### config.mk
export PLATFORM = sky130hd
export DESIGN_NAME = conv_mac_sequencer
export DESIGN_NICKNAME = d
export VERILOG_FILES = /design/src/rtl/conv_pkg.sv /design/src/rtl/conv_weight_regfile.sv /design/src/rtl/conv_mac_sequencer.sv
export SDC_FILE = /design/constraint.sdc
export NUM_CORES = 1
export LEC_CHECK = 0
export CORE_ASPECT_RATIO = 1.4
export CORE_MARGIN = 2
export CORE_UTILIZATION = 30
export CTS_CLUSTER_SIZE = 14
export DETAILED_ROUTE_END_ITERATION = 10
export GPL_TIMING_DRIVEN = 0
export PLACE_DENSITY_LB_ADDON = 0.1
export SLEW_MARGIN = 5
export SYNTH_ARGS = -nofsm -noshare
export SYNTH_HDL_FRONTEND = slang
export SYNTH_HIERARCHICAL = 1
export SYNTH_SLANG_ARGS = --single-unit
### constraint.sdc
create_clock -name clk -period 3.91 [get_ports clk]
set_input_delay 0.9775 -clock clk [delete_from_list [all_inputs] [get_ports clk]]
set_output_delay 0.9775 -clock clk [all_outputs]
set_load 0.02 [all_outputs]
### src/rtl/conv_pkg.sv
// Shared types and sizing for the convolution MAC sequencer.
package conv_pkg;

    localparam int N_DEF     = 18;
    localparam int KSIZE_DEF = 3;
    localparam int TAPS      = KSIZE_DEF * KSIZE_DEF;
    localparam int ACC_EXTRA = 10;
    localparam int ACC_W     = N_DEF + ACC_EXTRA;

    typedef enum logic [1:0] {
        LOAD,
        RUN,
        DRAIN,
        DONE
    } state_t;

    function automatic int idx_width(input int depth);
        return (depth > 1) ? $clog2(depth) : 1;
    endfunction

    localparam int TAP_W = idx_width(TAPS);

endpackage

### src/rtl/conv_weight_regfile.sv
// Kernel weight storage: one write port, one asynchronous read port.
module conv_weight_regfile
    import conv_pkg::*;
#(
    parameter int N     = N_DEF,
    parameter int DEPTH = TAPS,
    parameter int AW    = idx_width(DEPTH)
) (
    input  logic          clk,
    input  logic          we,
    input  logic [AW-1:0] waddr,
    input  logic [N-1:0]  wdata,
    input  logic [AW-1:0] raddr,
    output logic [N-1:0]  rdata
);

    logic [N-1:0] mem [DEPTH];

    // Contents survive reset; the sequencer forces a reload instead.
    always_ff @(posedge clk) begin
        if (we) begin
            mem[waddr] <= wdata;
        end
    end

    assign rdata = mem[raddr];

endmodule

### src/rtl/conv_mac_sequencer.sv
// Streams one convolution window per result through an external registered MAC,
// feeding its output back as the addend and returning the window sum.
module conv_mac_sequencer
    import conv_pkg::*;
#(
    parameter int N     = N_DEF,
    parameter int KSIZE = KSIZE_DEF
) (
    input  logic                   clk,
    input  logic                   sclr,
    input  logic                   w_valid,
    input  logic [N-1:0]           w_data,
    output logic                   w_ready,
    input  logic                   reload,
    input  logic                   px_valid,
    input  logic [N-1:0]           px_data,
    output logic                   px_ready,
    output logic [N-1:0]           mac_a,
    output logic [N-1:0]           mac_b,
    output logic [N-1:0]           mac_c,
    input  logic [N+ACC_EXTRA-1:0] mac_p,
    output logic                   res_valid,
    output logic [N+ACC_EXTRA-1:0] res_data,
    output logic                   res_ovf,
    input  logic                   res_ready,
    output logic                   busy
);

    localparam int NT = KSIZE * KSIZE;
    localparam int AW = N + ACC_EXTRA;
    localparam int TW = idx_width(NT);
    localparam logic [TW-1:0] LAST = TW'(NT - 1);

    state_t         state, state_n;
    logic [TW-1:0]  tap, tap_n;
    logic [TW-1:0]  widx, widx_n;
    logic [AW-1:0]  res_data_n;
    logic           res_ovf_n;
    logic           w_we;
    logic [N-1:0]   w_rd;

    conv_weight_regfile #(
        .N     (N),
        .DEPTH (NT),
        .AW    (TW)
    ) u_weights (
        .clk   (clk),
        .we    (w_we),
        .waddr (widx),
        .wdata (w_data),
        .raddr (tap),
        .rdata (w_rd)
    );

    always_ff @(posedge clk or posedge sclr) begin
        if (sclr) begin
            state    <= LOAD;
            tap      <= '0;
            widx     <= '0;
            res_data <= '0;
            res_ovf  <= 1'b0;
        end else begin
            state    <= state_n;
            tap      <= tap_n;
            widx     <= widx_n;
            res_data <= res_data_n;
            res_ovf  <= res_ovf_n;
        end
    end

    always_comb begin
        state_n    = state;
        tap_n      = tap;
        widx_n     = widx;
        res_data_n = res_data;
        res_ovf_n  = res_ovf;
        w_ready    = 1'b0;
        w_we       = 1'b0;
        px_ready   = 1'b0;
        mac_a      = '0;
        mac_b      = '0;
        mac_c      = '0;
        unique case (state)
            LOAD: begin
                w_ready = 1'b1;
                if (w_valid) begin
                    w_we = 1'b1;
                    if (widx == LAST) begin
                        state_n = RUN;
                        widx_n  = '0;
                        tap_n   = '0;
                    end else begin
                        widx_n = widx + 1'b1;
                    end
                end
            end
            RUN: begin
                if (reload && tap == '0) begin
                    state_n = LOAD;
                    widx_n  = '0;
                end else begin
                    px_ready = 1'b1;
                    // Accumulator lives in the MAC; recirculate it even on bubbles.
                    if (tap != '0) begin
                        mac_c = mac_p[N-1:0];
                        if (mac_p[N]) begin
                            res_ovf_n = 1'b1;
                        end
                    end
                    if (px_valid) begin
                        mac_a = px_data;
                        mac_b = w_rd;
                        if (tap == '0) begin
                            res_ovf_n = 1'b0;
                        end
                        if (tap == LAST) begin
                            state_n = DRAIN;
                            tap_n   = '0;
                        end else begin
                            tap_n = tap + 1'b1;
                        end
                    end
                end
            end
            DRAIN: begin
                res_data_n = mac_p;
                state_n    = DONE;
            end
            DONE: begin
                if (res_ready) begin
                    state_n = RUN;
                end
            end
            default: state_n = LOAD;
        endcase
    end

    assign res_valid = (state == DONE);
    assign busy      = (state == RUN && tap != '0)
                     || state == DRAIN || state == DONE;

endmodule

==> results of run 1 <==
[timing repair]
action | in CTS | in global routing
hold buffers | 0 | 0
gates resized for setup | 26 | 13
endpoints found under the setup margin | 53 | 31
[cells by family (layout without fill, tap and decap cells)]
kind of cell | after synthesis | after routing | synth area share, %
and+or+nand+nor | 114 | 114 | 7.45
AOI/OAI and AO/OA | 74 | 74 | 7.58
adders and majority gates | 9 | 9 | 1.31
DFF | 201 | 201 | 67.8
other | 0 | 1 | 0
buffers and inverters | 42 | 250 | 2.79
muxes | 105 | 105 | 13.1
[final timing paths]
check,endpoint,slack (ns),depth (start not counted)
min,res_data[27],0.51,1
max reg2reg,u_weights/mem[0][1],1.20,8
max,mac_b[3],0.09,6
min in group asynchronous,res_data[17],0.82,3
min reg2reg,res_data[27],0.51,1
max in group asynchronous,widx[2],2.88,3
[power breakdown]
part	internal [uW]	switching, uW	total, uW
combinational	1620	1790	3410
clock	1130	793	1920
sequential	2590	174	2770
[critical path: cells and delay by family]
kind / cells / cell delay [ns]
AND/OR/NAND/NOR: 3 / 0.56
buffers and inverters: 3 / 1.29
[stage by stage]
stage,total power [uW],worst slack (ns),instances,hold WS (ns)
4_1_cts,8220,0.000738,1128,0.509
3_3_place_gp,6200,-2.14,1076,0.490
6_report,8100,0.0944,1129,0.505
5_1_grt,8550,-0.0275,1128,0.526
3_5_place_dp,6270,-0.354,1090,0.496
2_1_floorplan,4840,0.528,545,0.497
[registers in the layout, summed over array words and instances (netlist names)]
| name | count |
|---|---|
| u_weights/mem | 162 |
| res_data | 28 |
| tap | 4 |
| widx | 4 |
| state | 2 |
| res_ovf | 1 |
[cells in the final DEF (no fill, tap or decap), types with 3 or more instances in the layout]
cell / n
o22ai_1: 18
a21oi_1: 3
clkbuf_16: 21
dlygate4sd2_1: 15
dlymetal6s2s_1: 6
edfxtp_1: 162
mux2i_1: 40
nor2_2: 6
o31ai_2: 17
clkinv_1: 5
clkbuf_4: 5
nand2b_1: 6
clkbuf_1: 9
dfrtp_1: 38
clkbuf_2: 7
inv_1: 12
mux2_2: 65
a22o_1: 18
buf_8: 8
buf_4: 8
nand2_1: 27
and2_1: 54
ha_1: 9
o21ai_0: 6
buf_6: 9
nand3_1: 4
clkdlybuf4s50_1: 135
[cell type report]
type / instances / area, um2 / share of cell area [%]
Tap cell: 375 / 469 / 4.06
Sequential cell: 201 / 5840 / 50.5
Clock buffer: 27 / 548 / 4.74
Antenna cell: 1 / 2.50 / 0.0216
Clock inverter: 11 / 113 / 0.974
Inverter: 14 / 52.6 / 0.455
Multi-Input combinational cell: 302 / 2580 / 22.4
Buffer: 28 / 213 / 1.84
Timing Repair Buffer: 170 / 1740 / 15.0
[layer usage]
metal	track usage (%)	wire (um)	vias up
met1	16.2	8510	2582
li1	-	-	2440
met5	0	0	-
met2	27.6	11700	193
met4	4.81	492	0
met3	3.72	1480	34
==> impl_metrics.ini, run 1 <==
[status]
status = finished clean

[worst_setup_path]
r2r-start = state[1]
start_kind = input port
arrival_ns = 2.84
cp_slowest_stage_delay_ns = 0.61
cp.required_ns = 2.93
crit_chain = clkdlybuf4s50_1 > and4bb_4 > nor2_4 > clkbuf_4 > and2_1 > clkdlybuf4s50_1
crit_fanout = 10
worstSetupPathType = in2out
critPathSlowestCell = clkdlybuf4s50_1
startpoint = reload
cp_common_cell = clkdlybuf4s50_1
cp-end-kind = output port

[timing]
max_freq_mhz = 262
finalSetupTns_ns = 0
hold_violations = 0
fin_crit_ns = 3.82
slew_viol_final = 0
fin_crit_sh_pct = 97.6
setup_viol = 0
max_slew.worst_pin.slew_ns = 0.980
finClkSkew_ns = 0.0151
maxSlewHeadroom_pct = 34.1

[global_routing]
grt_max_degree = 40
grt_pass1_vias = 5752
grt-ovfl-total = 0
grt_pass1_wl_mm = 33.5
antenna_found_initial = 0
track_usage_pct = 14.7

[yosys]
synth-main-ff-cell = edfxtp_1
ys_top_cells_by_area = edfxtp_1 56%, dfrtp_1 11%, mux2_2 8.5%
synth-edff-count = 162
synth_top_area_share_pct = 56.4
netlist_top_cells_count = 162 x edfxtp_1, 65 x mux2_2, 54 x and2_1
synth-seq-cells = 201
syn_nets = 624
yosys_warnings = 6
netlist_instances = 545
synthArstFlopShare_pct = 19.4
synth_top_area_cell = edfxtp_1
syn_area_um2 = 8620
syn-mean-instance-area_um2 = 15.8
ys_types = 46
synth.most_common_cell = edfxtp_1
yosysSeqAreaShare_pct = 67.8

[cells_and_area]
fin_nets = 817
area_delta_synth_final_pct = 34.1
finalInstanceArea_um2 = 11600
drive_gt1_share_pct = 22.7
finalCoreUtilization_pct = 40.8
fillers = 2646

[clocking]
clkSinkCount = 201
insertion_delay_ns = 0.51
cts_tree = yes
clockBufferDepth = 3
postCtsSetupBuffers = 0
root_buffer = clkbuf_16
path_clk_slew_ns = 0.06
cts-buffers-inserted = 21
htreeDepth = 1

[die]
die_height_um = 205
die_area_um2 = 30100
rows = 73
die_x_um = 147
coreArea_um2 = 28300
io_pins = 157
start_util_pct = 30.4

[pwr]
ir_worst_vdd_v = 0.000379
p_leak_uw = 0.00422
powerDensity_nw_per_um2 = 700

[drt]
ant_nets = 0
wire_per_inst_um = 19.6
vias_per_cell = 4.65
via_count = 5249
drc = 0
wirelength_mm = 22.2
dr.pass1.iters = 4
dr.first_iter.drc_count = 210

[place]
place_area_um2 = 10900
gp_congestion = 0.743
port_buffers = 156
hpwl_mm = 15.6

[hold_path]
worstHoldStart = res_data[27]
hold_path.class = reg2reg

[run]
maxCapViolations = 0
No activity file was read; power rests on OpenSTA's default activity.
==> run 2, diff against run 1 <==
Settings changed: CORE_ASPECT_RATIO 1.4 to default.
==> impl_metrics.ini, run 2 (synthesized netlist as in run 1, its figures left out) <==
[status]
status = finished clean

[drt]
dr.pass1.iters = 4
wl_met3_mm = 1.15
m1WireLength_mm = 9.71
via_count = 5294
highest-signal-layer = met5
ant_nets = 0
drc = 0
wirelength_mm = 21.9
wire_per_inst_um = 19.2
dr.first_iter.drc_count = 251
wl_met2_mm = 10.6
vias_per_cell = 4.63

[clocking]
clkSinkCount = 201
htreeDepth = 1
root_buffer = clkbuf_16
cts-buffers-inserted = 24
cts-resized-gates = 30
insertion_delay_ns = 0.52
path_clk_slew_ns = 0.06
clockBufferDepth = 3
hold_buffers = 0
cts_tree = yes
postCtsSetupBuffers = 0

[worst_setup_path]
cp_common_cell = clkdlybuf4s50_1
crit_chain = clkdlybuf4s50_1 > and4bb_4 > nor2_4 > clkbuf_4 > and2_1 > clkdlybuf4s50_1
cp_slowest_stage_delay_ns = 0.61
crit_fanout = 10
cp.required_ns = 2.93
cp-end-kind = output port
start_kind = input port
critPathSlowestCell = clkdlybuf4s50_1
arrival_ns = 2.82
worstSetupPathType = in2out

[global_routing]
grt_pass1_vias = 5763
grt-ovfl-total = 0
grt_max_degree = 37
grt_pass1_wl_mm = 33.7
antenna_found_initial = 1
track_usage_pct = 14.6

[pwr]
intPower_uw = 5630
pwr-share-seq_pct = 32.8
combPwrFrac_pct = 40.5
ir_worst_vdd_v = 0.000439
p_total_uw = 8430
powerDensity_nw_per_um2 = 717
p_sw_share_pct = 33.2
p_sw_uw = 2800
pwr-share-clk_pct = 26.7
p_leak_uw = 0.00430

[die]
coreArea_um2 = 28500
die_x_um = 174
die_height_um = 174
rows = 62
io_pins = 157
die_area_um2 = 30100
start_util_pct = 30.3

[hold_path]
hold_path.class = reg2reg

[cells_and_area]
largest_register_ffs = 162
fin_nets = 820
finalCoreUtilization_pct = 41.3
drive_gt1_share_pct = 24.0
antenna_cells = 0
fillers = 2645
final_cell_mix = 162 x edfxtp_1, 134 x clkdlybuf4s50_1, 65 x mux2_2
largest_register = u_weights/mem
top_regs = u_weights/mem x162, res_data x28
layout_commonest_cell = edfxtp_1
finalInstanceArea_um2 = 11800
area_delta_synth_final_pct = 36.3

[timing]
slew_viol_final = 0
setup_viol = 0
finClkSkew_ns = 0.0246
hold_violations = 0
setup_ws_ns = 0.112
maxSlewHeadroom_pct = 47.4
max_slew.worst_pin.slew_ns = 0.785
fin_crit_sh_pct = 97.1
rsz0062_at_grt = false
fin_crit_ns = 3.80
max_freq_mhz = 263

[place]
gp_congestion = 0.803
place_area_um2 = 10900
port_buffers = 156
dp_slack_ns = -0.255
hpwl_mm = 15.1

[run]
maxCapViolations = 0
-- run 2: cell types whose count changed in the layout (fill, tap and decap cells not counted), sizes merged --
cell and change:
clkdlybuf4s50 -1, clkinv +4, clkinvlp -1, clkbuf +1, buf +2, inv -2
dlymetal6s2s -1, bufinv +2, dlygate4sd2 +2, diode -1
-- run 2: path summary, 6_finish.rpt --
path                                             to         from  cells after the start  slack, ns
max in group asynchronous                    tap[2]         sclr                      3       2.82
min in group asynchronous              res_data[11]         sclr                      2       0.65
worst min register to register          res_data[5]  res_data[5]                      1       0.50
worst min-delay path                    res_data[5]  res_data[5]                      1       0.50
worst max-delay path                       mac_b[1]       reload                      6       0.11
worst max register to register  u_weights/mem[0][6]     state[1]                      8       1.05
-- run 2: final cells by class --
| cell class | instances | area (um2) | share of cell area (%) |
|---|---|---|---|
| flip-flops and latches | 201 | 5840 | 49.7 |
| clock inverters | 14 | 183 | 1.55 |
| clock buffers | 30 | 633 | 5.39 |
| inverters | 14 | 52.6 | 0.447 |
| repair buffers | 170 | 1760 | 14.9 |
| well taps | 384 | 480 | 4.09 |
| multi-input cells | 302 | 2590 | 22.1 |
| plain buffers | 28 | 213 | 1.81 |
-- run 2: power groups by stage --
stage | Combinational, uW | Clock [uW] | Sequential, uW
after global routing | 3680 | 2410 | 2810
after floorplan | 1880 | 0 | 2960
after detailed placement | 3460 | 0 | 2800
after CTS | 3460 | 2320 | 2770
final | 3410 | 2250 | 2770
after global placement | 3370 | 0 | 2790
-- run 2: critical path: cells and delay by family --
family | cells | cell delay (ns)
simple gates | 3 | 0.56
buf+inv | 3 | 1.29
-- run 2: metal layers --
metal | vias up | global-route usage [%]
li1 | 2463 | -
met1 | 2643 | 18.6
met2 | 157 | 25.4
met3 | 29 | 3.00
met4 | 2 | 3.53
met5 | - | 0
-- run 2: metrics by stage --
stage          hold slack, ns  cells  TNS [ns]
2_1_floorplan           0.497    545         0
6_report                0.502   1143         0
4_1_cts                 0.508   1143         0
5_1_grt                 0.525   1143         0
3_5_place_dp            0.495   1099     -3.40
3_3_place_gp            0.491   1085    -99.80
